`config.mk`:
```
export PLATFORM = sky130hd
export DESIGN_NAME = booth_mult_unit
export DESIGN_NICKNAME = d
export VERILOG_FILES = /design/src/rtl/booth_mult_unit.sv
export SDC_FILE = /design/constraint.sdc
export NUM_CORES = 1
export LEC_CHECK = 0
export CORE_MARGIN = 2
export CORE_UTILIZATION = 28
export DETAILED_ROUTE_END_ITERATION = 8
export HOLD_SLACK_MARGIN = 0.08
export PLACE_DENSITY_LB_ADDON = 0.12
export SYNTH_ARGS = -nofsm -noshare
export SYNTH_HDL_FRONTEND = slang
export SYNTH_SLANG_ARGS = --single-unit
```
`constraint.sdc`:
```
create_clock -name clk -period 4.5 [get_ports clk]
set_clock_uncertainty 0.05 [all_clocks]
set_input_delay 1.35 -clock clk [delete_from_list [all_inputs] [get_ports clk]]
set_output_delay 1.35 -clock clk [all_outputs]
set_load 0.01 [all_outputs]
```
`src/rtl/booth_mult_unit.sv`:
```
// Iterative radix-2 Booth multiplier for the EX stage: one Booth step per cycle,
// holding the pipeline with stall until the 64-bit signed product is ready.
module booth_mult_unit #(
  parameter logic [3:0] MULT_CODE = 4'b1000,
  parameter int         WIDTH     = 32
) (
  input  logic             clk,
  input  logic             rst,
  input  logic [3:0]       ALUCnt,
  input  logic             ex_valid,
  input  logic             flush,
  input  logic [WIDTH-1:0] opA,
  input  logic [WIDTH-1:0] opB,
  output logic             stall,
  output logic             done,
  output logic [WIDTH-1:0] prod_lo,
  output logic [WIDTH-1:0] prod_hi
);

  localparam int            CW   = $clog2(WIDTH);
  localparam logic [CW-1:0] LAST = CW'(WIDTH - 1);

  typedef enum logic [1:0] {
    IDLE = 2'd0,
    RUN  = 2'd1,
    DONE = 2'd2
  } state_t;

  state_t               state;
  state_t               state_nxt;
  logic [WIDTH:0]       m_reg;
  logic [WIDTH:0]       acc;
  logic [WIDTH-1:0]     q;
  logic                 q_1;
  logic [CW-1:0]        count;
  logic                 start;
  logic                 show;
  logic [WIDTH:0]       sum;
  logic [WIDTH:0]       acc_nxt;
  logic [WIDTH-1:0]     q_nxt;
  logic [2*WIDTH-1:0]   prod_reg;
  logic [2*WIDTH-1:0]   prod_now;

  // Handshake: stall is asserted combinationally in the start cycle and through
  // every RUN cycle, so IF/ID/EX hold the multiply; it is low in DONE so the
  // instruction advances in the same cycle that done pulses with the product.
  // flush overrides both, dropping stall and done in the cycle it is seen.
  assign start = (state == IDLE) && ex_valid && (ALUCnt == MULT_CODE) && !flush;
  assign stall = start || ((state == RUN) && !flush);
  assign show  = (state == DONE) && !flush;
  assign done  = show;

  assign prod_now           = {acc[WIDTH-1:0], q};
  assign {prod_hi, prod_lo} = show ? prod_now : prod_reg;

  // One Booth step: add/sub on the 33-bit accumulator, then arithmetic shift
  // of {ACC,Q,Q_1}. The extra accumulator bit absorbs -(-2^31).
  always_comb begin
    sum = acc;
    case ({q[0], q_1})
      2'b01:   sum = acc + m_reg;
      2'b10:   sum = acc - m_reg;
      default: sum = acc;
    endcase
    acc_nxt = {sum[WIDTH], sum[WIDTH:1]};
    q_nxt   = {sum[0], q[WIDTH-1:1]};
  end

  always_comb begin
    state_nxt = state;
    case (state)
      IDLE: if (start) state_nxt = RUN;
      RUN: begin
        if (flush)              state_nxt = IDLE;
        else if (count == LAST) state_nxt = DONE;
      end
      DONE:    state_nxt = IDLE;
      default: state_nxt = IDLE;
    endcase
  end

  always_ff @(posedge clk) begin
    if (rst) state <= IDLE;
    else     state <= state_nxt;
  end

  always_ff @(posedge clk) begin
    if (rst) begin
      m_reg <= '0;
      acc   <= '0;
      q     <= '0;
      q_1   <= 1'b0;
      count <= '0;
    end else if (start) begin
      m_reg <= {opA[WIDTH-1], opA};
      acc   <= '0;
      q     <= opB;
      q_1   <= 1'b0;
      count <= '0;
    end else if ((state == RUN) && !flush) begin
      acc   <= acc_nxt;
      q     <= q_nxt;
      q_1   <= q[0];
      count <= count + 1'b1;
    end
  end

  // The visible product is captured only when a DONE cycle completes unflushed.
  always_ff @(posedge clk) begin
    if (rst)       prod_reg <= '0;
    else if (show) prod_reg <= prod_now;
  end

endmodule

```
==> run summary <==
status: complete, no violations
drt drc: 0
R2R Path End: acc[30]$_SDFFE_PP0P_
Inst Count DP: 1540
Critical Path Fanout Max: 2
multi-input combinational cell area: 5280 um2
worst hold start: q_1$_SDFFE_PP0P_
top post-synthesis cells by area: dfxtp_1, mux2_2, a21oi_1, nand2_1, ha_1
Reg clk slew, reported paths: 80 ps
vias per inst: 4.87
Static Leak: 4.74 nW
I/O pin count: 138
sequential standard cell area: 3360 um2
vias: 7745
RSZ-0062 raised after global routing: no
core area: 31600 um2
CTS Buffer Depth: 2
fin util: 0.364
Tot GR Track Use: 0.155
routed wl met2: 11200 um
R2R cell count: 15
Sink Count: 168
Initial DRT Pass Iterations: 7
Root Buffer: clkbuf_16
Filler Cell Count: 3325
worst r2r src: m_reg[2]$_SDFFE_PP0P_
Cells after Synth: 1049
startpoint types: input port
Req. time, crit path: 3100 ps
Mapped Area: 8950 um2
setup slack, reg-to-reg: 290 ps
antenna violations before repair: 8
Cell Pwr Density: 308 nW/um2
max reg flops: 64
die area: 33400 um2
Tmin final: 4270 ps
number of synthesized flops with an enable pin: 0
global route total overflow: 0
global-route wire length before repair: 40900 um
data arrival time of the worst path: 2870 ps
TNS Setup: 0 ps
mux share of post-synthesis cell area: 0.0895
top-area cell type share of the netlist area: 0.376
fmax: 234 MHz
crit path kind: input port to output pin
Post-Synth Adder-Cell Area: 0.0526
1st-iter DRT viols: 289
Die X: 183 um
met1 wire length: 12300 um
hold buffer count at cts: 0
Port Buffers: 137
vias in the first global route: 7578
met3 wire len: 1920 um
Slew headroom: 0.327
Yosys top cell by area: dfxtp_1
Hold WS: 413 ps
pin count of the biggest net entering global routing: 110
Hold WC Path Type: flip-flop to flip-flop
Synth Area in Compound Gates: 0.197
Placer Congestion: 0.834
fin cells: 1589
per-cell routed wire length: 16.2 um
Synth Area per Inst: 8.53 um2
CTS Buf Count: 17
Syn Nets: 1158
Hold Violations, Final: 0
Cells on Worst Hold Path: 2
Die Ht: 183 um
Distinct cells, synth: 67
Worst VDD drop: 0.253 mV
area delta synth->final: 28.4%
Tcrit/Tclk final: 0.949
nets@finish: 1279
XOR/XNOR Fraction of Synth Area: 0.0558
Critical Path Sink Type: output pin
CTS tree: yes
total wire length after detailed routing: 25800 um
Synth async-reset ratio: 0
synthesized flop and latch total: 168
largest family of logic cells by synthesized area: compound AO/OA/AOI/OAI gates
Post-synth top cells: dfxtp_1, nand2_1, a21oi_1, nor2b_1, clkbuf_1
Main synth FF type: dfxtp_1
Worst-Skew Late Latency: 450 ps
Final HPWL DP: 17700 um
fin. max-slew vios: 0
Seq/Total Area, Yosys: 0.376
final setup vio count: 0
layout cells sized above 1: 0.133
Syn. warnings: 0
DR top layer: met5
Hold Path Sink: q_1$_SDFFE_PP0P_
DRT antenna net count: 0
most numerous cell in the Yosys netlist: dfxtp_1
CTS H-Tree Depth: 4
Initial Utilization: 0.284
post-synthesis simple-gate area fraction: 0.191
Worst Tran Pin Value: 1010 ps
Max-Cap Viols: 0
num rows: 65
## per-layer routing
layer	global-route usage	vias to the layer above
met5	0	-
li1	-	3953
met2	0.244	163
met4	0.0467	6
met3	0.0598	30
met1	0.196	3593
## worst max-delay path, stage by stage
cell and delay (ps):
clkdlybuf4s50_1 440, nor4b_4 300, buf_4 160, and4b_2 230, nor2_2 50, inv_1 50
dlygate4sd2_1 290
## kinds of logic after synthesis
family,after synthesis
buf+inv,89
flops,168
mux,72
compound gates,280
simple gates,346
fa+ha+maj,37
xor+xnor,57
## worst max path at each step
stage | cells after the start | slack [ps] | start | end
3_5_place_dp | 7 | -240 | ALUCnt[1] | stall
3_3_place_gp | 7 | -280 | ALUCnt[1] | stall
5_1_grt | 17 | 20 | m_reg[2]$_SDFFE_PP0P_ | acc[30]$_SDFFE_PP0P_
6_report | 7 | 230 | ALUCnt[1] | stall
4_1_cts | 6 | -70 | flush | prod_lo[22]
2_1_floorplan | 5 | 360 | flush | prod_hi[22]
## per-stage QoR
step           setup WS (ps)  cell area (um2)  power, mW
2_1_floorplan            364             8950       1.91
3_3_place_gp            -281            10800       2.08
3_5_place_dp            -242            10800       2.08
4_1_cts                -67.3            11300       3.60
5_1_grt                 17.6            11500       3.72
6_report                 228            11500       3.54
## what timing repair did
action                                  4_1_cts  5_1_grt
gates cloned                                  0        2
endpoints found under the setup margin       63       35
setup buffers                                 2        9
gates resized for setup                      66       11
pin swaps                                     0        0
## layout by cell type, fill, tap and decap left out, types with 18 or more instances in the layout
cell type	n
dfxtp_1	168
clkbuf_16	19
a21oi_1	123
inv_1	18
a22oi_1	32
ha_1	36
nor2_1	54
nor2b_1	69
nand2_1	144
clkdlybuf4s50_1	72
buf_4	27
xnor2_1	46
o211ai_1	18
dlygate4sd2_1	56
o21ai_0	36
mux2_2	64
## report_power, final
group	total (mW)	internal [mW]	switching, mW
registers	1.50	1.49	0.00625
logic	0.545	0.255	0.291
clock network	1.50	0.810	0.686
## final cells by class
class / instances / share of cell area
Clock inverter: 12 / 0.0112
Sequential cell: 168 / 0.293
Antenna cell: 4 / 0.000871
Tap cell: 402 / 0.0437
Inverter: 18 / 0.00588
Clock buffer: 20 / 0.0397
Timing Repair Buffer: 173 / 0.147
Multi-Input combinational cell: 792 / 0.459
(Power assumes the default switching activity.)
